`config.mk`:
```
export PLATFORM = sky130hd
export DESIGN_NAME = score_bcd_conv
export DESIGN_NICKNAME = d
export VERILOG_FILES = /design/src/rtl/score_pkg.sv /design/src/rtl/bcd_add3.sv /design/src/rtl/score_bcd_conv.sv
export SDC_FILE = /design/constraint.sdc
export NUM_CORES = 1
export LEC_CHECK = 0
export ABC_AREA = 1
export CAP_MARGIN = 20
export CORE_ASPECT_RATIO = 2
export CORE_UTILIZATION = 53
export CTS_CLUSTER_SIZE = 30
export DETAILED_ROUTE_END_ITERATION = 6
export GPL_TIMING_DRIVEN = 0
export PLACE_DENSITY = 0.79
export SLEW_MARGIN = 40
export SYNTH_ARGS = -nofsm -noshare
export SYNTH_HDL_FRONTEND = slang
export SYNTH_SLANG_ARGS = --single-unit
```
`constraint.sdc`:
```
create_clock -name clk -period 1.3 [get_ports clk]
set_input_delay 0.26 -clock clk [delete_from_list [all_inputs] [get_ports clk]]
set_output_delay 0.26 -clock clk [all_outputs]
set_load 0.005 [all_outputs]
```
`src/rtl/score_pkg.sv`:
```
// Shared types and default sizes for the score binary-to-BCD converter.
package score_pkg;

  localparam int SCORE_W    = 12;
  localparam int BCD_DIGITS = 4;

  typedef enum logic [1:0] {
    IDLE,
    SHIFT,
    DONE
  } state_t;

  typedef logic [3:0] bcd_nibble_t;

endpackage

```
`src/rtl/bcd_add3.sv`:
```
// Double-dabble nibble correction: values of 5 and above get +3 before the shift.
module bcd_add3
  import score_pkg::*;
(
  input  bcd_nibble_t nib_in,
  output bcd_nibble_t nib_out
);

  assign nib_out = (nib_in >= 4'd5) ? nib_in + 4'd3 : nib_in;

endmodule

```
`src/rtl/score_bcd_conv.sv`:
```
// Sequential binary-to-BCD converter (shift-add-3, one bit per clock) with 1-deep pending slot.
// Optional best-score tracking is enabled with the HISCORE_EN macro.
//
// state | meaning
// IDLE  | waiting for a strobe or a pending value
// SHIFT | one correction-and-shift per cycle, WIDTH cycles
// DONE  | publish scratch to bcd_out, pulse bcd_valid
module score_bcd_conv
  import score_pkg::*;
#(
  parameter int WIDTH  = SCORE_W,
  parameter int DIGITS = BCD_DIGITS
) (
  input  logic                  clk,
  input  logic                  resetn,
  input  logic                  restart,
  input  logic [WIDTH-1:0]      score_in,
  input  logic                  score_valid,
  output logic                  busy,
  output logic [4*DIGITS-1:0]   bcd_out,
  output logic                  bcd_valid,
  output logic [4*DIGITS-1:0]   hiscore_bcd,
  output logic                  new_record
);

  localparam int BCD_W = 4 * DIGITS;
  localparam int CNT_W = $clog2(WIDTH + 1);
  localparam logic [CNT_W-1:0] CNT_INIT = CNT_W'(WIDTH);
  localparam logic [CNT_W-1:0] CNT_LAST = CNT_W'(1);

  generate
    if (!(10 ** DIGITS > 2 ** WIDTH - 1)) begin : g_size_chk
      $error("score_bcd_conv: DIGITS too small to hold 2**WIDTH-1");
    end
  endgenerate

  state_t               state, state_nxt;
  logic [WIDTH-1:0]     shreg;
  logic [WIDTH-1:0]     pend;
  logic                 pend_full;
  logic [CNT_W-1:0]     cnt;
  logic [BCD_W-1:0]     scratch;
  logic [BCD_W-1:0]     scratch_adj;
  logic                 clr;
  logic                 load;
  logic [WIDTH-1:0]     load_val;

  assign clr      = !resetn || restart;
  assign load     = (state == IDLE) && (score_valid || pend_full);
  assign load_val = score_valid ? score_in : pend;

  for (genvar d = 0; d < DIGITS; d++) begin : g_add3
    bcd_add3 u_add3 (
      .nib_in  (scratch[4*d +: 4]),
      .nib_out (scratch_adj[4*d +: 4])
    );
  end

  always_ff @(posedge clk) begin
    if (clr) state <= IDLE;
    else     state <= state_nxt;
  end

  always_comb begin
    state_nxt = state;
    case (state)
      IDLE:    if (load) state_nxt = SHIFT;
      SHIFT:   if (cnt == CNT_LAST) state_nxt = DONE;
      DONE:    state_nxt = IDLE;
      default: state_nxt = IDLE;
    endcase
  end

  always_comb begin
    busy = (state != IDLE);
  end

  // A strobe arriving while busy parks in the pending slot; a newer one overwrites it.
  always_ff @(posedge clk) begin
    if (clr) begin
      shreg     <= '0;
      pend      <= '0;
      pend_full <= 1'b0;
      cnt       <= '0;
      scratch   <= '0;
      bcd_out   <= '0;
      bcd_valid <= 1'b0;
    end else begin
      bcd_valid <= 1'b0;
      if (score_valid && state != IDLE) begin
        pend      <= score_in;
        pend_full <= 1'b1;
      end
      case (state)
        IDLE: begin
          if (load) begin
            shreg     <= load_val;
            pend_full <= 1'b0;
            scratch   <= '0;
            cnt       <= CNT_INIT;
          end
        end
        SHIFT: begin
          {scratch, shreg} <= {scratch_adj[BCD_W-2:0], shreg, 1'b0};
          cnt              <= cnt - 1'b1;
        end
        DONE: begin
          bcd_out   <= scratch;
          bcd_valid <= 1'b1;
        end
        default: ;
      endcase
    end
  end

`ifdef HISCORE_EN
  logic [WIDTH-1:0] cur_bin;
  logic [WIDTH-1:0] hi_bin;

  // Best score survives restart; only resetn clears it.
  always_ff @(posedge clk) begin
    if (!resetn) begin
      cur_bin     <= '0;
      hi_bin      <= '0;
      hiscore_bcd <= '0;
      new_record  <= 1'b0;
    end else begin
      new_record <= 1'b0;
      if (!restart) begin
        if (load) cur_bin <= load_val;
        if (state == DONE && cur_bin > hi_bin) begin
          hi_bin      <= cur_bin;
          hiscore_bcd <= scratch;
          new_record  <= 1'b1;
        end
      end
    end
  end
`else
  assign hiscore_bcd = '0;
  assign new_record  = 1'b0;
`endif

endmodule

```
# --- Word-level counts from Yosys, hierarchy flattened ---
# Index checks and enable logic that the tools add are counted.
# W data, S select, Z words.
classes:
  n_addsub: 5
  magnitude_cmp: 4
  n_eq_ne: 5
  mux: 18
  n_reduce_logical: 10
ops:
  columns: ["operator", "count"]
  rows:
  - ["$pmux W16 S2", 1]
  - ["$mux W12", 2]
  - ["$pmux W12 S2", 1]
  - ["$ge A4 B3 Y1 const B", 4]
  - ["$mux W16", 1]
  - ["$mux W4", 4]
  - ["$add A4 B2 Y4 const B", 3]
  - ["$pmux W4 S2", 1]
  - ["$eq A4 B1 Y1 const B", 1]
  - ["$mux W1", 4]
  - ["$mux W2", 2]
  - ["$ne A2 B2 Y1 const B", 2]
  - ["$pmux W2 S2", 1]
  - ["$reduce_and A2 Y1", 2]
  - ["$reduce_bool A2 Y1", 2]
  - ["$sub A4 B1 Y4 const B", 1]
  - ["$add A3 B2 Y3 const B", 1]
  - ["$mux W3", 1]
  - ["$eq A2 B1 Y1 const B", 1]
  - ["$eq A2 B2 Y1 const B", 1]
  - ["$logic_and A1 B1 Y1", 2]
  - ["$logic_not A2 Y1", 1]
  - ["$logic_or A1 B1 Y1", 2]
  - ["$logic_not A1 Y1", 1]
totals:
  register_bits: 64
  in_bits: 16
  output_inout_bits: 35

# --- Logic depth before layout (Yosys ltp) ---
depth:
  word_depth: 5
  ltp_mapped: 9

# --- Modules after synthesis ---
# From an unflattened synthesis, not the netlist that was laid out.
unflattened:
  hier_cells: 465
  area_unflattened_um2: 3271.9
modules_own_cells:
  columns: ["module", "instances", "cells_per_inst", "area_per_inst_um2", "seq_area_each_um2"]
  rows:
  - ["score_bcd_conv", 1, 373, 2731.4, 1281.2]
  - ["bcd_add3", 4, 23, 135.1, 0.0]

# --- Worst setup path before layout ---
# No wires, ideal clock.
synth_timing:
  kind: "register to register"
  startpoint: "reg scratch[0]"
  endpoint: "reg scratch[4]"
  setup_ps: 66
  arrival_ps: 1091
  required_ps: 1234
  path_slack_ps: 143
  stages_incl_launch_ff: 10
  path_buffers: 0
  period_less_slack_ps: 1157
  path_cell_list: "dfxtp_1 -> inv_1 -> ha_1 -> inv_1 -> nand2_1 -> nand3_1 -> nand2_1 -> nor2_1 -> nor2_1 -> nor2_1"
synth_between:
  elab_chain_cells: 3
  word_cells_on_any_way: 4
synth_rtl:
  columns: ["element", "line", "rtl"]
  rows:
  - ["from (decl)", "score_bcd_conv.sv:42", "logic [BCD_W-1:0] scratch;"]
  - ["from (signal assigned)", "score_bcd_conv.sv:104", "{scratch, shreg} <= {scratch_adj[BCD_W-2:0], shreg, 1'b0};"]
  - ["$add A4 B2 Y4 or $ge A4 B3 Y1 (tied branches)", "bcd_add3.sv:9", "assign nib_out = (nib_in >= 4'd5) ? nib_in + 4'd3 : nib_in;"]
  - ["$mux W4 *", "bcd_add3.sv:9", null]
  - ["$pmux W16 S2 *", "score_bcd_conv.sv:94", "case (state)"]
# Every way passes the cells marked *; elsewhere a longest branch is shown, timed or not.
# A chain may end at the register's enable or synchronous reset.

# --- Final worst setup path ---
layout_timing:
  startpoint: "reg state[0]"
  endpoint: "out busy"
layout_between:
  elab_chain_cells: 1
layout_rtl:
  columns: ["element", "line", "rtl"]
  rows:
  - ["from (decl)", "score_bcd_conv.sv:37", "state_t state, state_nxt;"]
  - ["from (signal assigned)", "score_bcd_conv.sv:61", "else state <= state_nxt;"]
  - ["$reduce_bool A2 Y1", "score_bcd_conv.sv:75", "busy = (state != IDLE);"]
  - ["to (decl)", "score_bcd_conv.sv:19", "output logic busy,"]
# Every way passes these cells.

==> flow_summary.toml <==
[setup_path]
r2r_slack_ns = 0.06
start_kind = "register"
endpoint_kind = "output pin"
ff2ff_path_depth = 7
critical_path_class = "reg2out"
arrival_ns = 0.98
cp-startpoint = "state[0]"
critPathMaxFanout = 3
timing.rr.start = "state[1]"
required_ns = 1.04

[synth]
synth_seq_area_share = 0.407
syn_avg_cell_area_um2 = 7.15
syn_area_um2 = 3150
syn_inst = 440
synth_cell_types = 27
ys_ff_latch = 64
yosys_warnings = 0

[detailed_routing]
routed-via-count = 2953
routed_wl_mm = 7.36
drc = 0
drtIter0Drc = 100
first_pass_iters = 4
wl_per_cell_um = 13.1
antenna_left = 0
vias_per_cell = 5.24

[power_and_ir_drop]
ir_worst_vdd_v = 0.00145
leakage_nw = 1.83
fin_total_pwr_w = 0.00456
power_density_nw_per_um2 = 1160

[timing]
setup_slack_ns = 0.0559
max_freq_mhz = 804
fin_hold_ws_ns = 0.338
drv_slew = 0
hold_viol = 0
skew_ns = 0.00282
timing.final.crit_period_ns = 1.24
setup_viol = 0
finalCritPeriodShare = 0.957

[cts]
holdBufCountCts = 0
cts_buffers = 9
ctsLongestPathBuffers = 2
post-cts-setup-buffers = 0
tritoncts = "built"
htreeDepth = 3
cts_root_buf = "clkbuf_16"
clkTransAtPathRegs_ns = 0.05
clock_sinks = 64
clk_latency_ns = 0.33

[place]
gp_congestion = 0.816
numPortBuffers = 32
dpl.hpwl_mm = 5.42
post-place-ws_ns = -0.523

[floorplanning]
num_rows = 39
num_io_pins = 51
dieHeight_um = 111
die_area_um2 = 6270
core_um2 = 5710
start_util = 0.551
chipWidth_um = 56.5

[finish]
area_delta_synth_final_pct = 25.4
drive_gt1_frac = 0.183
final_nets = 525
nFillCells = 470
multi_input_area_um2 = 1530
regArea_um2 = 1290
antennaDiodeCount = 0

[min_path]
min_from = "score_valid"
hold_class = "in2reg"
whs_path_depth = 3

[status]
outcome = "finished clean"

[global_route]
antenna_found_initial = 0
grt_overflow = 0
grt_pass1_vias = 2877
grt_usage = 0.254
grt_start_max_net_pins = 11
grt_pass1_wl_mm = 12.3

[flow_run]
cap_violations = 0
==> critical path, stage by stage, from the launching register on <==
cell and delay (ns):
dfxtp_2 0.32, inv_2 0.09, nand2_2 0.10, buf_2 0.14
==> cells in the mapped netlist <==
master / n / area, um^2
a21oi_1: 39 / 195
a21oi_2: 4 / 35.0
buf_2: 9 / 45.0
buf_4: 20 / 150
buf_6: 1 / 11.3
buf_8: 1 / 15.0
clkbuf_1: 7 / 26.3
conb_1: 1 / 3.75
dfxtp_1: 64 / 1280
ha_1: 10 / 125
inv_1: 51 / 191
inv_2: 2 / 7.51
inv_6: 1 / 8.76
nand2_1: 96 / 360
nand2_2: 4 / 25.0
nand2_4: 1 / 11.3
nand3_1: 42 / 210
nand4_1: 8 / 50.1
nor2_1: 24 / 90.1
nor2_2: 2 / 12.5
nor2_4: 1 / 11.3
nor3_1: 1 / 5.00
o211ai_1: 2 / 15.0
o21ai_0: 45 / 225
o21ai_1: 2 / 10.0
o21ai_4: 1 / 16.3
xor2_1: 1 / 8.76
==> sequential cells by signal, indices dropped and copies added, names as in the netlist <==
| name | cells |
|---|---|
| bcd_valid | 1 |
| scratch | 16 |
| pend_full | 1 |
| state | 2 |
| pend | 12 |
| shreg | 12 |
| cnt | 4 |
| bcd_out | 16 |
==> cell families (layout without fill, tap and decap cells) <==
| kind of cell | after synthesis | after routing | synth area share |
|---|---|---|---|
| and+or+nand+nor | 179 | 179 | 0.247 |
| buffers and inverters | 92 | 139 | 0.145 |
| DFF | 64 | 64 | 0.407 |
| other | 1 | 17 | 0.00119 |
| xor gates and xnor gates | 1 | 1 | 0.00278 |
| adders and majority gates | 10 | 10 | 0.0398 |
| AOI/OAI and AO/OA | 93 | 93 | 0.158 |
==> per-stage QoR <==
step	util	TNS, ns	instance area (um^2)	instances
3_3_place_gp	0.631	-22.69	3600	549
4_1_cts	0.678	0	3870	564
2_1_floorplan	-	0	3210	456
5_1_grt	0.691	-0.0331	3950	564
3_5_place_dp	0.631	-23.91	3600	549
6_report	0.691	0	3950	564
==> report_power, final <==
group / leakage [nW] / internal (W) / switching, W / total [W]
registers: 0.520 / 0.00198 / 0.0000133 / 0.00200
clock network: 0.130 / 0.00138 / 0.000796 / 0.00218
logic: 1.18 / 0.000162 / 0.000223 / 0.000385
total: 1.83 / 0.00353 / 0.00103 / 0.00456
==> final cells by class <==
class | count | area share
inverters | 54 | 0.0539
plain buffers | 38 | 0.0679
clock buffers | 15 | 0.0679
well taps | 61 | 0.0193
multi-input cells | 300 | 0.389
flip-flops and latches | 64 | 0.328
repair buffers | 32 | 0.0745
==> routing by layer <==
metal / vias up / track usage / wire length [um]
li1: 1504 / - / -
met4: 0 / 0.174 / 353
met1: 1335 / 0.221 / 2560
met3: 29 / 0.0630 / 322
met5: - / 0 / 0
met2: 85 / 0.478 / 4130
==> worst paths after layout <==
check                    to
hold / removal    pend_full
setup / recovery       busy
setup reg to reg     cnt[0]
hold reg to reg    pend[11]
==> cell usage in the layout, fill, tap and decap left out, types with 10 or more instances in the layout <==
cell type,Yosys,layout
buf_4,20,20
conb_1,1,17
dlygate4sd2_1,0,17
inv_1,51,43
nor2_1,24,23
nand2_2,4,10
o21ai_0,45,44
nand2_1,96,90
dfxtp_1,64,58
nand3_1,42,39
clkdlybuf4s50_1,0,14
a21oi_1,39,38
==> timing repair <==
action                     in CTS  in global routing
resized for setup              33                 39
cloned                          0                  0
setup endpoints to repair      63                 61
pin swaps                       1                  3
Note: power is estimated with default switching activity, not from simulation.
